<file path="src/rtl/host_dma_wr_engine.sv">
// rtl/host_dma_wr_engine.sv - DMA write engine: descriptor + DW stream to host writes with optional MSI-X
module host_dma_wr_engine #(
    parameter logic [63:0] MSIX_ADDR = 64'h0000_0000_0000_0001,
    parameter logic [31:0] MSIX_DATA = 32'h1234_5678,
    parameter int          LEN_W     = 9
) (
    input  logic             clk,
    input  logic             rst_n,
    input  logic             desc_valid,
    output logic             desc_ready,
    input  logic [63:0]      desc_addr,
    input  logic [LEN_W-1:0] desc_len,
    input  logic             desc_irq,
    input  logic             wdata_valid,
    output logic             wdata_ready,
    input  logic [31:0]      wdata,
    output logic             hw_valid,
    input  logic             hw_ready,
    output logic [63:0]      hw_addr,
    output logic [31:0]      hw_data,
    output logic             hw_is_msix,
    output logic             busy,
    output logic             done,
    output logic             err_len
);

    typedef enum logic [1:0] {IDLE, DATA, MSIX, FIN} state_t;

    localparam logic [LEN_W-1:0] MAX_LEN = {1'b1, {(LEN_W-1){1'b0}}};

    state_t             state_q, state_d;
    logic               desc_ready_q, desc_ready_d;
    logic               irq_q, irq_d;
    logic [63:0]        cur_addr_q, cur_addr_d;
    logic [LEN_W-1:0]   rem_q, rem_d;
    logic               hw_valid_q, hw_valid_d;
    logic [63:0]        hw_addr_q, hw_addr_d;
    logic [31:0]        hw_data_q, hw_data_d;
    logic               hw_is_msix_q, hw_is_msix_d;
    logic               done_q, done_d;
    logic               err_len_q, err_len_d;

    logic               out_free;
    logic               desc_fire;
    logic               len_bad;

    // The output register can take a new write when empty or draining this cycle.
    assign out_free    = !hw_valid_q || hw_ready;
    assign desc_fire   = desc_valid && desc_ready_q;
    assign len_bad     = (desc_len == '0) || (desc_len > MAX_LEN);
    assign wdata_ready = (state_q == DATA) && out_free;

    always_comb begin
        state_d      = state_q;
        irq_d        = irq_q;
        cur_addr_d   = cur_addr_q;
        rem_d        = rem_q;
        hw_valid_d   = hw_valid_q;
        hw_addr_d    = hw_addr_q;
        hw_data_d    = hw_data_q;
        hw_is_msix_d = hw_is_msix_q;
        done_d       = 1'b0;
        err_len_d    = 1'b0;
        // Held low through the IDLE entry cycle so a new descriptor lands after done.
        desc_ready_d = (state_q == IDLE) && !desc_fire;

        if (hw_valid_q && hw_ready) begin
            hw_valid_d = 1'b0;
        end

        case (state_q)
            IDLE: begin
                if (desc_fire) begin
                    cur_addr_d = desc_addr;
                    irq_d      = desc_irq;
                    rem_d      = desc_len;
                    if (len_bad) begin
                        err_len_d = 1'b1;
                        state_d   = desc_irq ? MSIX : FIN;
                    end else begin
                        state_d   = DATA;
                    end
                end
            end
            DATA: begin
                if (wdata_valid && wdata_ready) begin
                    hw_valid_d   = 1'b1;
                    hw_addr_d    = cur_addr_q;
                    hw_data_d    = wdata;
                    hw_is_msix_d = 1'b0;
                    cur_addr_d   = cur_addr_q + 64'd4;
                    rem_d        = rem_q - LEN_W'(1);
                    if (rem_q == LEN_W'(1)) begin
                        state_d = irq_q ? MSIX : FIN;
                    end
                end
            end
            MSIX: begin
                if (out_free) begin
                    hw_valid_d   = 1'b1;
                    hw_addr_d    = MSIX_ADDR;
                    hw_data_d    = MSIX_DATA;
                    hw_is_msix_d = 1'b1;
                    state_d      = FIN;
                end
            end
            FIN: begin
                if (out_free) begin
                    done_d  = 1'b1;
                    state_d = IDLE;
                end
            end
            default: state_d = IDLE;
        endcase
    end

    always_ff @(posedge clk or negedge rst_n) begin
        if (!rst_n) begin
            state_q      <= IDLE;
            desc_ready_q <= 1'b0;
            irq_q        <= 1'b0;
            cur_addr_q   <= '0;
            rem_q        <= '0;
            hw_valid_q   <= 1'b0;
            hw_addr_q    <= '0;
            hw_data_q    <= '0;
            hw_is_msix_q <= 1'b0;
            done_q       <= 1'b0;
            err_len_q    <= 1'b0;
        end else begin
            state_q      <= state_d;
            desc_ready_q <= desc_ready_d;
            irq_q        <= irq_d;
            cur_addr_q   <= cur_addr_d;
            rem_q        <= rem_d;
            hw_valid_q   <= hw_valid_d;
            hw_addr_q    <= hw_addr_d;
            hw_data_q    <= hw_data_d;
            hw_is_msix_q <= hw_is_msix_d;
            done_q       <= done_d;
            err_len_q    <= err_len_d;
        end
    end

    assign desc_ready = desc_ready_q;
    assign hw_valid   = hw_valid_q;
    assign hw_addr    = hw_addr_q;
    assign hw_data    = hw_data_q;
    assign hw_is_msix = hw_is_msix_q;
    assign busy       = (state_q != IDLE);
    assign done       = done_q;
    assign err_len    = err_len_q;

endmodule

</file>
<file path="config.mk">
export PLATFORM = sky130hd
export DESIGN_NAME = host_dma_wr_engine
export DESIGN_NICKNAME = d
export VERILOG_FILES = /design/src/rtl/host_dma_wr_engine.sv
export SDC_FILE = /design/constraint.sdc
export NUM_CORES = 1
export LEC_CHECK = 0
export CORE_MARGIN = 8
export CORE_UTILIZATION = 31
export CTS_CLUSTER_DIAMETER = 50
export DETAILED_ROUTE_END_ITERATION = 16
export GPL_TIMING_DRIVEN = 0
export PLACE_DENSITY_LB_ADDON = 0.05
export SLEW_MARGIN = 20
export SYNTH_ARGS = -nofsm -noshare
export SYNTH_HDL_FRONTEND = slang
export SYNTH_SLANG_ARGS = --single-unit
export TNS_END_PERCENT = 10
</file>
<file path="constraint.sdc">
create_clock -name clk -period 5 [get_ports clk]
set_clock_uncertainty 0.1 [all_clocks]
set_input_delay 1 -clock clk [delete_from_list [all_inputs] [get_ports clk]]
set_output_delay 1 -clock clk [all_outputs]
set_load 0.005 [all_outputs]
</file>
==> metrics <==
HP Class=register to register; NumNets Final=1253; top cells by area, synth=dfrtp_1 49%, a22o_1 8.0%, mux2i_1 3.2%; Post-Synth Simple-Gate Area=19.8%; hold path depth=1; WS Path Type=register to output pin; Ports=214; Fillers=2840; sequential area share after synthesis=49.1%; syn avg cell area=10.0 sq um; Max FO, Critical Path=10; Fmax=260 MHz; number of remaining DRC errors=0; commonest cells in the netlist=177 x dfrtp_1, 82 x a22o_1, 62 x clkbuf_1; P_leak=4.76 nW; peak supply drop=0.000264 V; layout cells sized above 1=6.46%; Synth Warn #=0; DR pass1 iterations=5; Synth top area share=49.1%; Clock Tree Buf Depth=2; Chip Width=187 um; clk_lat worst skew=0.45 ns; worst r2r src=state_q[1]$_DFFE_PN0P_; CTS buffer count=17; worst path arrival time=2.75 ns; pwr dens=715 nW/um^2; via-per-instance ratio=5.63; Synth Cell Area=9010 sq um; Post-synth ARST share=100%; mux share of post-synthesis cell area=3.59%; CTS tree=yes; die area=34800 sq um; count leader, synth=dfrtp_1; pin count of the biggest net entering global routing=90; DP Wirelength=26200 um; xor-xnor portion of the synthesized cell area=0%; Worst setup SP type=register; TNS Setup=0 ns; Max-slew headroom=41.3%; first-pass GRT wire length=55500 um; vias in the first global route=8847; initial antenna violation count=1; core footprint=28700 sq um; number of max-cap violations=0; reg-to-reg endpoint=rem_q[6]$_DFFE_PN0P_; port bufs=213; Gate Count Post-Synth=899; post-CTS setup buffers=0; Die Span Y=187 um; CP peak stage delay=0.49 ns; Yosys top cell by area=dfrtp_1; period utilization=76.9%; Worst Hold End=hw_data[4]$_DFFE_PN0P_; via count=8615; CTS root buffer=clkbuf_16; Final Hold Vio Count=0; Global Route Usage Sum=20.4%; RSZ-0062 raised after global routing=false; Post-Synth Adder-Cell Area=0.972%; clk sinks=177; # rows=62; R2R cell count=10; Synth Area in Compound Gates=21.9%; Initial Utilization=31.4%; grt ovf=0; # hold bufs at CTS=0; layout overhead on the synthesized area=36.8%; Crit. Startpoint=state_q[1]$_DFFE_PN0P_; post_cts resized=0; CP Data Required Time=3.90 ns; CTS clk-pin slew, worst paths=0.08 ns; Synth Net Count=1017; DR WL/cell=23.8 um; fin. max-slew vios=0; status=finished clean; Worst-Margin Slew=0.881 ns; Post-synth EDFFs=0; Max stage delay cell, worst path=clkbuf_1; final WL=36400 um; Synth Register Bits=177; top_reg_cell synth=dfrtp_1; Antenna Nets Post-Route=0; worst path cell trace=inv_1 > ha_1 > inv_1 > clkbuf_1 > clkbuf_1 > nor2_1 > clkdlybuf4s50_1; hold slack=0.390 ns; Power Total=8.82 mW; CP endpoint kind=output pin; Synth cell types=61; initial DRC count=679; htree depth=4; Util after Layout=43.0%; fin crit period=3.85 ns; Worst Hold Launch=hw_data[4]$_DFFE_PN0P_; RePlAce Congestion=0.853; R2R Setup Slk=1.76 ns; largest family of logic cells by synthesized area=compound AO/OA/AOI/OAI gates; Setup-failing EPs final=0
[layout make-up]
class	count	area [sq um]	area share, %
Tap cell	384	480	3.90
Buffer	89	370	3.00
Multi-Input combinational cell	621	4180	33.9
Inverter	12	45.0	0.365
Sequential cell	177	4430	35.9
Timing Repair Buffer	217	2210	18.0
Clock inverter	12	173	1.40
Clock buffer	18	439	3.56
Antenna cell	1	2.50	0.0203
[routing by layer]
metal  vias to the layer above  track usage (%)  share of wire [%]
met1                      4304             27.6                 46
met4                         0             5.77                1.9
li1                       3982                -                  -
met3                        38             4.14                5.9
met2                       291             32.5                 47
met5                         -                0                  0
[state kept, by name, indices dropped and copies added (netlist names)]
register	count
irq_q	1
desc_ready	1
state_q	2
hw_is_msix	1
hw_data	32
done	1
err_len	1
hw_addr	64
cur_addr_q	64
hw_valid	1
rem_q	9
[how the worst max path moves through the flow]
stage / endpoint / slack (ns) / depth (start not counted)
floorplan: hw_addr[55]$_DFFE_PN0P_ / 2.43 / 6
global placement: hw_addr[43]$_DFFE_PN0P_ / -5.23 / 1
detailed placement: hw_addr[62]$_DFFE_PN0P_ / 1.19 / 7
CTS: wdata_ready / 1.14 / 7
global route: wdata_ready / 0.97 / 7
finish: wdata_ready / 1.15 / 7
[report_power, final]
| part | switching (mW) | internal (mW) | total, mW |
|---|---|---|---|
| Sequential | 0.597 | 2.15 | 2.75 |
| Clock | 0.659 | 0.811 | 1.47 |
| Combinational | 2.51 | 2.09 | 4.60 |
[cells in the final DEF, fill, tap and decap left out, types with 4 or more instances in the layout]
| master | Yosys | routed |
|---|---|---|
| a21o_1 | 4 | 4 |
| a21oi_1 | 29 | 29 |
| a22o_1 | 82 | 82 |
| a22oi_1 | 27 | 27 |
| and2_1 | 8 | 8 |
| and3_1 | 8 | 8 |
| and4_1 | 20 | 20 |
| buf_1 | 4 | 4 |
| buf_2 | 18 | 18 |
| clkbuf_1 | 62 | 62 |
| clkbuf_16 | 0 | 17 |
| clkdlybuf4s50_1 | 0 | 212 |
| dfrtp_1 | 177 | 177 |
| ha_1 | 7 | 7 |
| inv_1 | 12 | 12 |
| inv_6 | 0 | 4 |
| mux2i_1 | 29 | 29 |
| nand2_1 | 50 | 50 |
| nand2b_1 | 9 | 9 |
| nand3_1 | 33 | 33 |
| nand3b_1 | 5 | 5 |
| nand4_1 | 43 | 43 |
| nand4b_1 | 5 | 5 |
| nor2_1 | 26 | 26 |
| nor3_1 | 40 | 39 |
| nor4_1 | 36 | 36 |
| o21ai_0 | 46 | 46 |
| o22a_1 | 17 | 17 |
| o22ai_1 | 29 | 29 |
| or3_1 | 10 | 10 |
[kinds of logic (layout without fill, tap and decap cells)]
kind of cell | Yosys count | in the layout
and+or+nand+nor | 311 | 311
AOI/OAI and AO/OA | 271 | 271
DFF | 177 | 177
buffers and inverters | 101 | 348
muxes | 32 | 32
adders and majority gates | 7 | 7
other | 0 | 1
[critical path: cells and delay by family (launching register included)]
| kind | cells | cell delay (ns) |
|---|---|---|
| flip-flops | 1 | 0.40 |
| buffers and inverters | 5 | 1.57 |
| adder cells (fa/ha/maj) | 1 | 0.24 |
| AND/OR/NAND/NOR | 1 | 0.10 |
[through the flow]
stage / std cells / area [sq um] / worst slack [ns]
after floorplan: 899 / 9010 / 2.43
after global placement: 1496 / 11600 / -5.23
after detailed placement: 1500 / 11700 / 1.19
after CTS: 1530 / 12300 / 1.14
after global routing: 1530 / 12300 / 0.971
final: 1531 / 12300 / 1.15
Note: power is estimated with default switching activity, not from simulation.
